<file path="config.mk">
export PLATFORM = sky130hd
export DESIGN_NAME = serial_addsub_ctrl
export DESIGN_NICKNAME = d
export VERILOG_FILES = /design/src/rtl/serial_addsub_ctrl.sv
export SDC_FILE = /design/constraint.sdc
export NUM_CORES = 1
export LEC_CHECK = 0
export CAP_MARGIN = 20
export CELL_PAD_IN_SITES_DETAIL_PLACEMENT = 1
export CELL_PAD_IN_SITES_GLOBAL_PLACEMENT = 1
export CORE_AREA = 2 2 73 75
export DETAILED_ROUTE_END_ITERATION = 10
export DIE_AREA = 0 0 75 77
export PLACE_DENSITY_LB_ADDON = 0.1
export RECOVER_POWER = 100
export SLEW_MARGIN = 20
export SYNTH_ARGS = -nofsm -noshare
export SYNTH_HDL_FRONTEND = slang
export SYNTH_SLANG_ARGS = --single-unit
</file>
<file path="constraint.sdc">
create_clock -name CLK_50 -period 2.9 [get_ports CLK_50]
set_clock_uncertainty 0.2 [all_clocks]
set_input_delay 0.725 -clock CLK_50 [delete_from_list [all_inputs] [get_ports CLK_50]]
set_output_delay 0.725 -clock CLK_50 [all_outputs]
set_load 0.005 [all_outputs]
</file>
<file path="src/rtl/serial_addsub_ctrl.sv">
// Bit-serial signed add/subtract sequencer: one shared full-adder cell, LSB first,
// started by a debounced active-low pushbutton.
//
// state    | meaning
// ---------+-----------------------------------------------------------
// ST_IDLE  | waiting for a debounced start pulse
// ST_LOAD  | capture A, B (inverted for subtract), SUB as carry-in
// ST_SHIFT | one adder bit per clock, WIDTH clocks
// ST_FIN   | DONE pulse; RESULT/OVERFLOW already updated on entry
module serial_addsub_ctrl #(
    parameter int WIDTH     = 4,
    parameter int DB_CYCLES = 500000
) (
    input  logic             CLK_50,
    input  logic             RESET_N,
    input  logic             KEY_START_N,
    input  logic             SUB,
    input  logic [WIDTH-1:0] A,
    input  logic [WIDTH-1:0] B,
    output logic [WIDTH-1:0] RESULT,
    output logic             OVERFLOW,
    output logic             BUSY,
    output logic             DONE
);

    localparam int DBW = (DB_CYCLES > 1) ? $clog2(DB_CYCLES) : 1;
    localparam logic [DBW-1:0] DB_LOAD = DBW'(DB_CYCLES - 1);
    localparam int CW = $clog2(WIDTH);
    localparam logic [CW-1:0] CNT_LAST = CW'(WIDTH - 1);

    typedef enum logic [1:0] {
        ST_IDLE,
        ST_LOAD,
        ST_SHIFT,
        ST_FIN
    } state_t;

    state_t state_q, state_d;

    logic s1_q, s1_d, s2_q, s2_d;
    logic db_q, db_d, db_prev_q, db_prev_d;
    logic [DBW-1:0] db_cnt_q, db_cnt_d;
    logic start_pulse;

    logic [WIDTH-1:0] opa_q, opa_d, opb_q, opb_d, acc_q, acc_d;
    logic             carry_q, carry_d;
    logic [CW-1:0]    cnt_q, cnt_d;
    logic             a_msb_q, a_msb_d, b_msb_q, b_msb_d;
    logic [WIDTH-1:0] result_q, result_d;
    logic             overflow_q, overflow_d;
    logic             sum_bit, carry_out;

    // Debounce timer counts down from DB_CYCLES-1; terminal count flips db.
    always_comb begin
        s1_d      = KEY_START_N;
        s2_d      = s1_q;
        db_prev_d = db_q;
        db_d      = db_q;
        db_cnt_d  = db_cnt_q;
        if (s2_q == db_q) begin
            db_cnt_d = DB_LOAD;
        end else if (db_cnt_q == '0) begin
            db_d     = s2_q;
            db_cnt_d = DB_LOAD;
        end else begin
            db_cnt_d = db_cnt_q - 1'b1;
        end
    end

    assign start_pulse = db_prev_q & ~db_q;

    assign sum_bit   = opa_q[0] ^ opb_q[0] ^ carry_q;
    assign carry_out = (opa_q[0] & opb_q[0]) | (opa_q[0] & carry_q) | (opb_q[0] & carry_q);

    always_comb begin
        state_d    = state_q;
        opa_d      = opa_q;
        opb_d      = opb_q;
        acc_d      = acc_q;
        carry_d    = carry_q;
        cnt_d      = cnt_q;
        a_msb_d    = a_msb_q;
        b_msb_d    = b_msb_q;
        result_d   = result_q;
        overflow_d = overflow_q;
        case (state_q)
            ST_IDLE: begin
                if (start_pulse) state_d = ST_LOAD;
            end
            ST_LOAD: begin
                opa_d   = A;
                opb_d   = B ^ {WIDTH{SUB}};
                carry_d = SUB;
                cnt_d   = '0;
                a_msb_d = A[WIDTH-1];
                b_msb_d = B[WIDTH-1] ^ SUB;
                state_d = ST_SHIFT;
            end
            ST_SHIFT: begin
                carry_d = carry_out;
                opa_d   = opa_q >> 1;
                opb_d   = opb_q >> 1;
                acc_d   = {sum_bit, acc_q[WIDTH-1:1]};
                cnt_d   = cnt_q + 1'b1;
                // Result registers load on entry to FIN so they are valid alongside DONE.
                if (cnt_q == CNT_LAST) begin
                    state_d    = ST_FIN;
                    result_d   = acc_d;
                    overflow_d = (a_msb_q == b_msb_q) & (sum_bit != a_msb_q);
                end
            end
            ST_FIN: begin
                state_d = ST_IDLE;
            end
            default: begin
                state_d = ST_IDLE;
            end
        endcase
    end

    always_ff @(posedge CLK_50 or negedge RESET_N) begin
        if (!RESET_N) begin
            s1_q       <= 1'b1;
            s2_q       <= 1'b1;
            db_q       <= 1'b1;
            db_prev_q  <= 1'b1;
            db_cnt_q   <= DB_LOAD;
            state_q    <= ST_IDLE;
            opa_q      <= '0;
            opb_q      <= '0;
            acc_q      <= '0;
            carry_q    <= 1'b0;
            cnt_q      <= '0;
            a_msb_q    <= 1'b0;
            b_msb_q    <= 1'b0;
            result_q   <= '0;
            overflow_q <= 1'b0;
        end else begin
            s1_q       <= s1_d;
            s2_q       <= s2_d;
            db_q       <= db_d;
            db_prev_q  <= db_prev_d;
            db_cnt_q   <= db_cnt_d;
            state_q    <= state_d;
            opa_q      <= opa_d;
            opb_q      <= opb_d;
            acc_q      <= acc_d;
            carry_q    <= carry_d;
            cnt_q      <= cnt_d;
            a_msb_q    <= a_msb_d;
            b_msb_q    <= b_msb_d;
            result_q   <= result_d;
            overflow_q <= overflow_d;
        end
    end

    assign RESULT   = result_q;
    assign OVERFLOW = overflow_q;
    assign BUSY     = (state_q == ST_LOAD) || (state_q == ST_SHIFT);
    assign DONE     = (state_q == ST_FIN);

endmodule

</file>
==> flow_summary.toml <==
[run_status]
outcome = "finished clean"

[pwr]
combPwrFrac = 0.047
powerDensity_mw_per_mm2 = 462.1
seqPwrFrac = 0.555
total_leakage_power_uw = 0.001075
intPower_uw = 931.6
switching_share = 0.2113
p_switching_uw = 249.6
pwr-share-clk = 0.399
ir_drop_mv = 0.2511
power_uw = 1181

[synthesis]
synth_area_leaders = "dfrtp_1, dfstp_2, xor2_1"
yosysTopAreaCell = "dfrtp_1"
synth.cell_area_mm2 = 0.002203
ys_seq_elements = 46
syn_avg_cell_area_um2 = 10.80
yosys.area.top_type_share = 0.3521
synth_flop_cell = "dfrtp_1"
synth_most_common_cell = "dfrtp_1"
ys_seq_area_frac = 0.5309
synth_cells = 204
synth-edff-count = 0
synth.distinct_cells = 34
async_flop_share = 1.000
synth_fp_nets = 225
synth_warnings = 0
yosys-top-cells-count = "dfrtp_1, nand2_1, nor2_1, dfstp_2"

[critical_path]
reg2regPathDepth = 4
end_kind = "output pin"
worstPathCellList = "inv_1, ha_1, dlygate4sd3_1"
cp_max_fo = 4
arrival_ps = 1700
path_class = "flop to output pin"
cp-start-kind = "flop"
max_stage_delay_ps = 590
slowest_stage = "dlygate4sd3_1"
crit_required_ps = 1980

[timing]
tightest_slew_ps = 1351
min_period_over_period = 0.9056
period_needed_ps = 2626
finalSetupViolations = 0
final.setup.tns_ps = 0
max_freq_ghz = 0.3808
hold_violations = 0
slew_viol_final = 0
rsz0062_at_grt = "false"
relSlewSlack = 0.09949

[clock_network]
root_buffer = "clkbuf_8"
h-tree-depth = 2
clockBufferDepth = 2
cts_tree = "built"
clock_latency_ps = 300
cts_sinks = 46
cts_hold_buffers = 0
numCtsBuffers = 5
post_cts_buffers = 0
cts_resized = 0
clkTransAtPathRegs_ps = 80

[route]
wl_um = 4449
antenna_left = 0
wire_per_inst_um = 14.93
routed-via-count = 1507
vias_per_cell = 5.057
drcViolationCount = 0
drtPass1Iterations = 4
drt-initial-drc-count = 67

[layout]
syn_to_final_growth_pct = 16.01
num_antenna_cells = 0
fill_cells = 558
final_nets = 248
final_layout_size_suffix_gt1_frac = 0.1491

[floorplanning]
die_height_um = 77
start_util = 0.4427
coreArea_mm2 = 0.004977
die_x_um = 75
rows = 26
die_area_mm2 = 0.005775
io_pins = 19

[hold_path]
hold_path_depth = 0
hold_class = "flop to flop"

[placed_design]
io_buffers = 18
gp_congestion = 0.7524
dp_hpwl_um = 3293

[global_routing]
grt-ovfl-total = 0
grt_usage = 0.1741
grt_pass1_vias = 1733
grt_pass1_wl_um = 7755
grt_max_degree = 26
antenna_found_initial = 0

[job]
drv_cap = 0
-- cell families (layout without fill, tap and decap cells) --
| kind of cell | after synthesis | after routing | synth area share |
|---|---|---|---|
| xor gates and xnor gates | 19 | 19 | 0.07553 |
| adders and majority gates | 9 | 9 | 0.05452 |
| buffers and inverters | 20 | 44 | 0.03748 |
| AOI/OAI and AO/OA | 24 | 24 | 0.06985 |
| and+or+nand+nor | 72 | 72 | 0.1624 |
| DFF | 46 | 46 | 0.5309 |
| muxes | 14 | 14 | 0.06928 |
-- final timing paths --
path / start / end / slack [ps]
setup / recovery: state_q[0]$_DFFE_PN0P_ / BUSY / 270
hold / removal: s1_q$_DFF_PN1_ / s2_q$_DFF_PN1_ / 160
setup reg to reg: db_cnt_q[11]$_DFF_PN0_ / db_cnt_q[17]$_DFF_PN1_ / 320
hold reg to reg: s1_q$_DFF_PN1_ / s2_q$_DFF_PN1_ / 160
max in group asynchronous: RESET_N / OVERFLOW$_DFFE_PN0P_ / 830
min in group asynchronous: RESET_N / db_cnt_q[7]$_DFF_PN0_ / 510
-- stage by stage --
| stage | instance area (um^2) | cells | utilization | worst slack, ps | hold WS, ps |
|---|---|---|---|---|---|
| 3_5_place_dp | 2470 | 290 | 0.4962 | 462.3 | 148.4 |
| 3_3_place_gp | 2470 | 290 | 0.4962 | 532.0 | 148.1 |
| 6_report | 2556 | 298 | 0.5136 | 273.7 | 159.3 |
| 5_1_grt | 2556 | 298 | 0.5136 | 199.2 | 163.4 |
| 2_1_floorplan | 2203 | 204 | - | 582.3 | 145.2 |
| 4_1_cts | 2576 | 298 | 0.5176 | 333.3 | 160.4 |
-- worst max-delay path, delay by kind of cell (launching register included) --
| kind | cells | cell delay [ps] |
|---|---|---|
| adders and majority gates | 1 | 310 |
| buffers and inverters | 2 | 690 |
| DFF | 1 | 400 |
-- routing by layer --
layer / vias to the layer above / global-route usage / part of all wire
met5: - / 0 / 0
met4: 0 / 0.05893 / 0.016
met3: 7 / 0.03154 / 0.024
met2: 20 / 0.2947 / 0.51
met1: 747 / 0.2188 / 0.45
li1: 733 / - / -
-- cell usage in the layout, fill, tap and decap left out, types with 4 or more instances in the layout --
cell type	netlist	final
dfrtp_1	31	31
nand2_1	22	22
nor2_1	18	18
dfstp_2	15	14
inv_1	13	13
xor2_1	13	13
o21ai_0	13	13
mux2_2	10	9
dlygate4sd3_1	0	9
ha_1	8	8
clkdlybuf4s50_1	0	8
nand3_1	7	7
nor3_1	6	6
xnor2_1	6	6
clkbuf_1	6	6
a21oi_1	5	5
clkbuf_8	0	5
mux2i_1	4	4
-- layout make-up --
cell class              count  area, um^2  area share
clock buffers               7       76.32     0.02986
multi-input cells         138       943.4      0.3691
repair buffers             23       200.2     0.07832
flip-flops and latches     46        1170      0.4577
inverters                  13       48.80     0.01909
clock inverters             1       30.03     0.01175
well taps                  70       87.58     0.03426
-- power by group through the flow --
stage          logic [uW]  clock network [uW]  registers, uW
3_5_place_dp         58.3                   0            667
4_1_cts              58.6                 486            655
3_3_place_gp         55.1                   0            667
2_1_floorplan        24.4                   0            666
5_1_grt              62.5                 509            656
6_report             54.9                 471            655
-- sequential cells by signal (all words and copies together) (netlist names) --
signal	flops
db_cnt_q	19
RESULT	4
opa_q	4
opb_q	4
acc_q	3
cnt_q	2
state_q	2
OVERFLOW	1
a_msb_q	1
b_msb_q	1
carry_q	1
db_prev_d	1
db_prev_q	1
s1_q	1
s2_q	1
(Power assumes the default switching activity.)
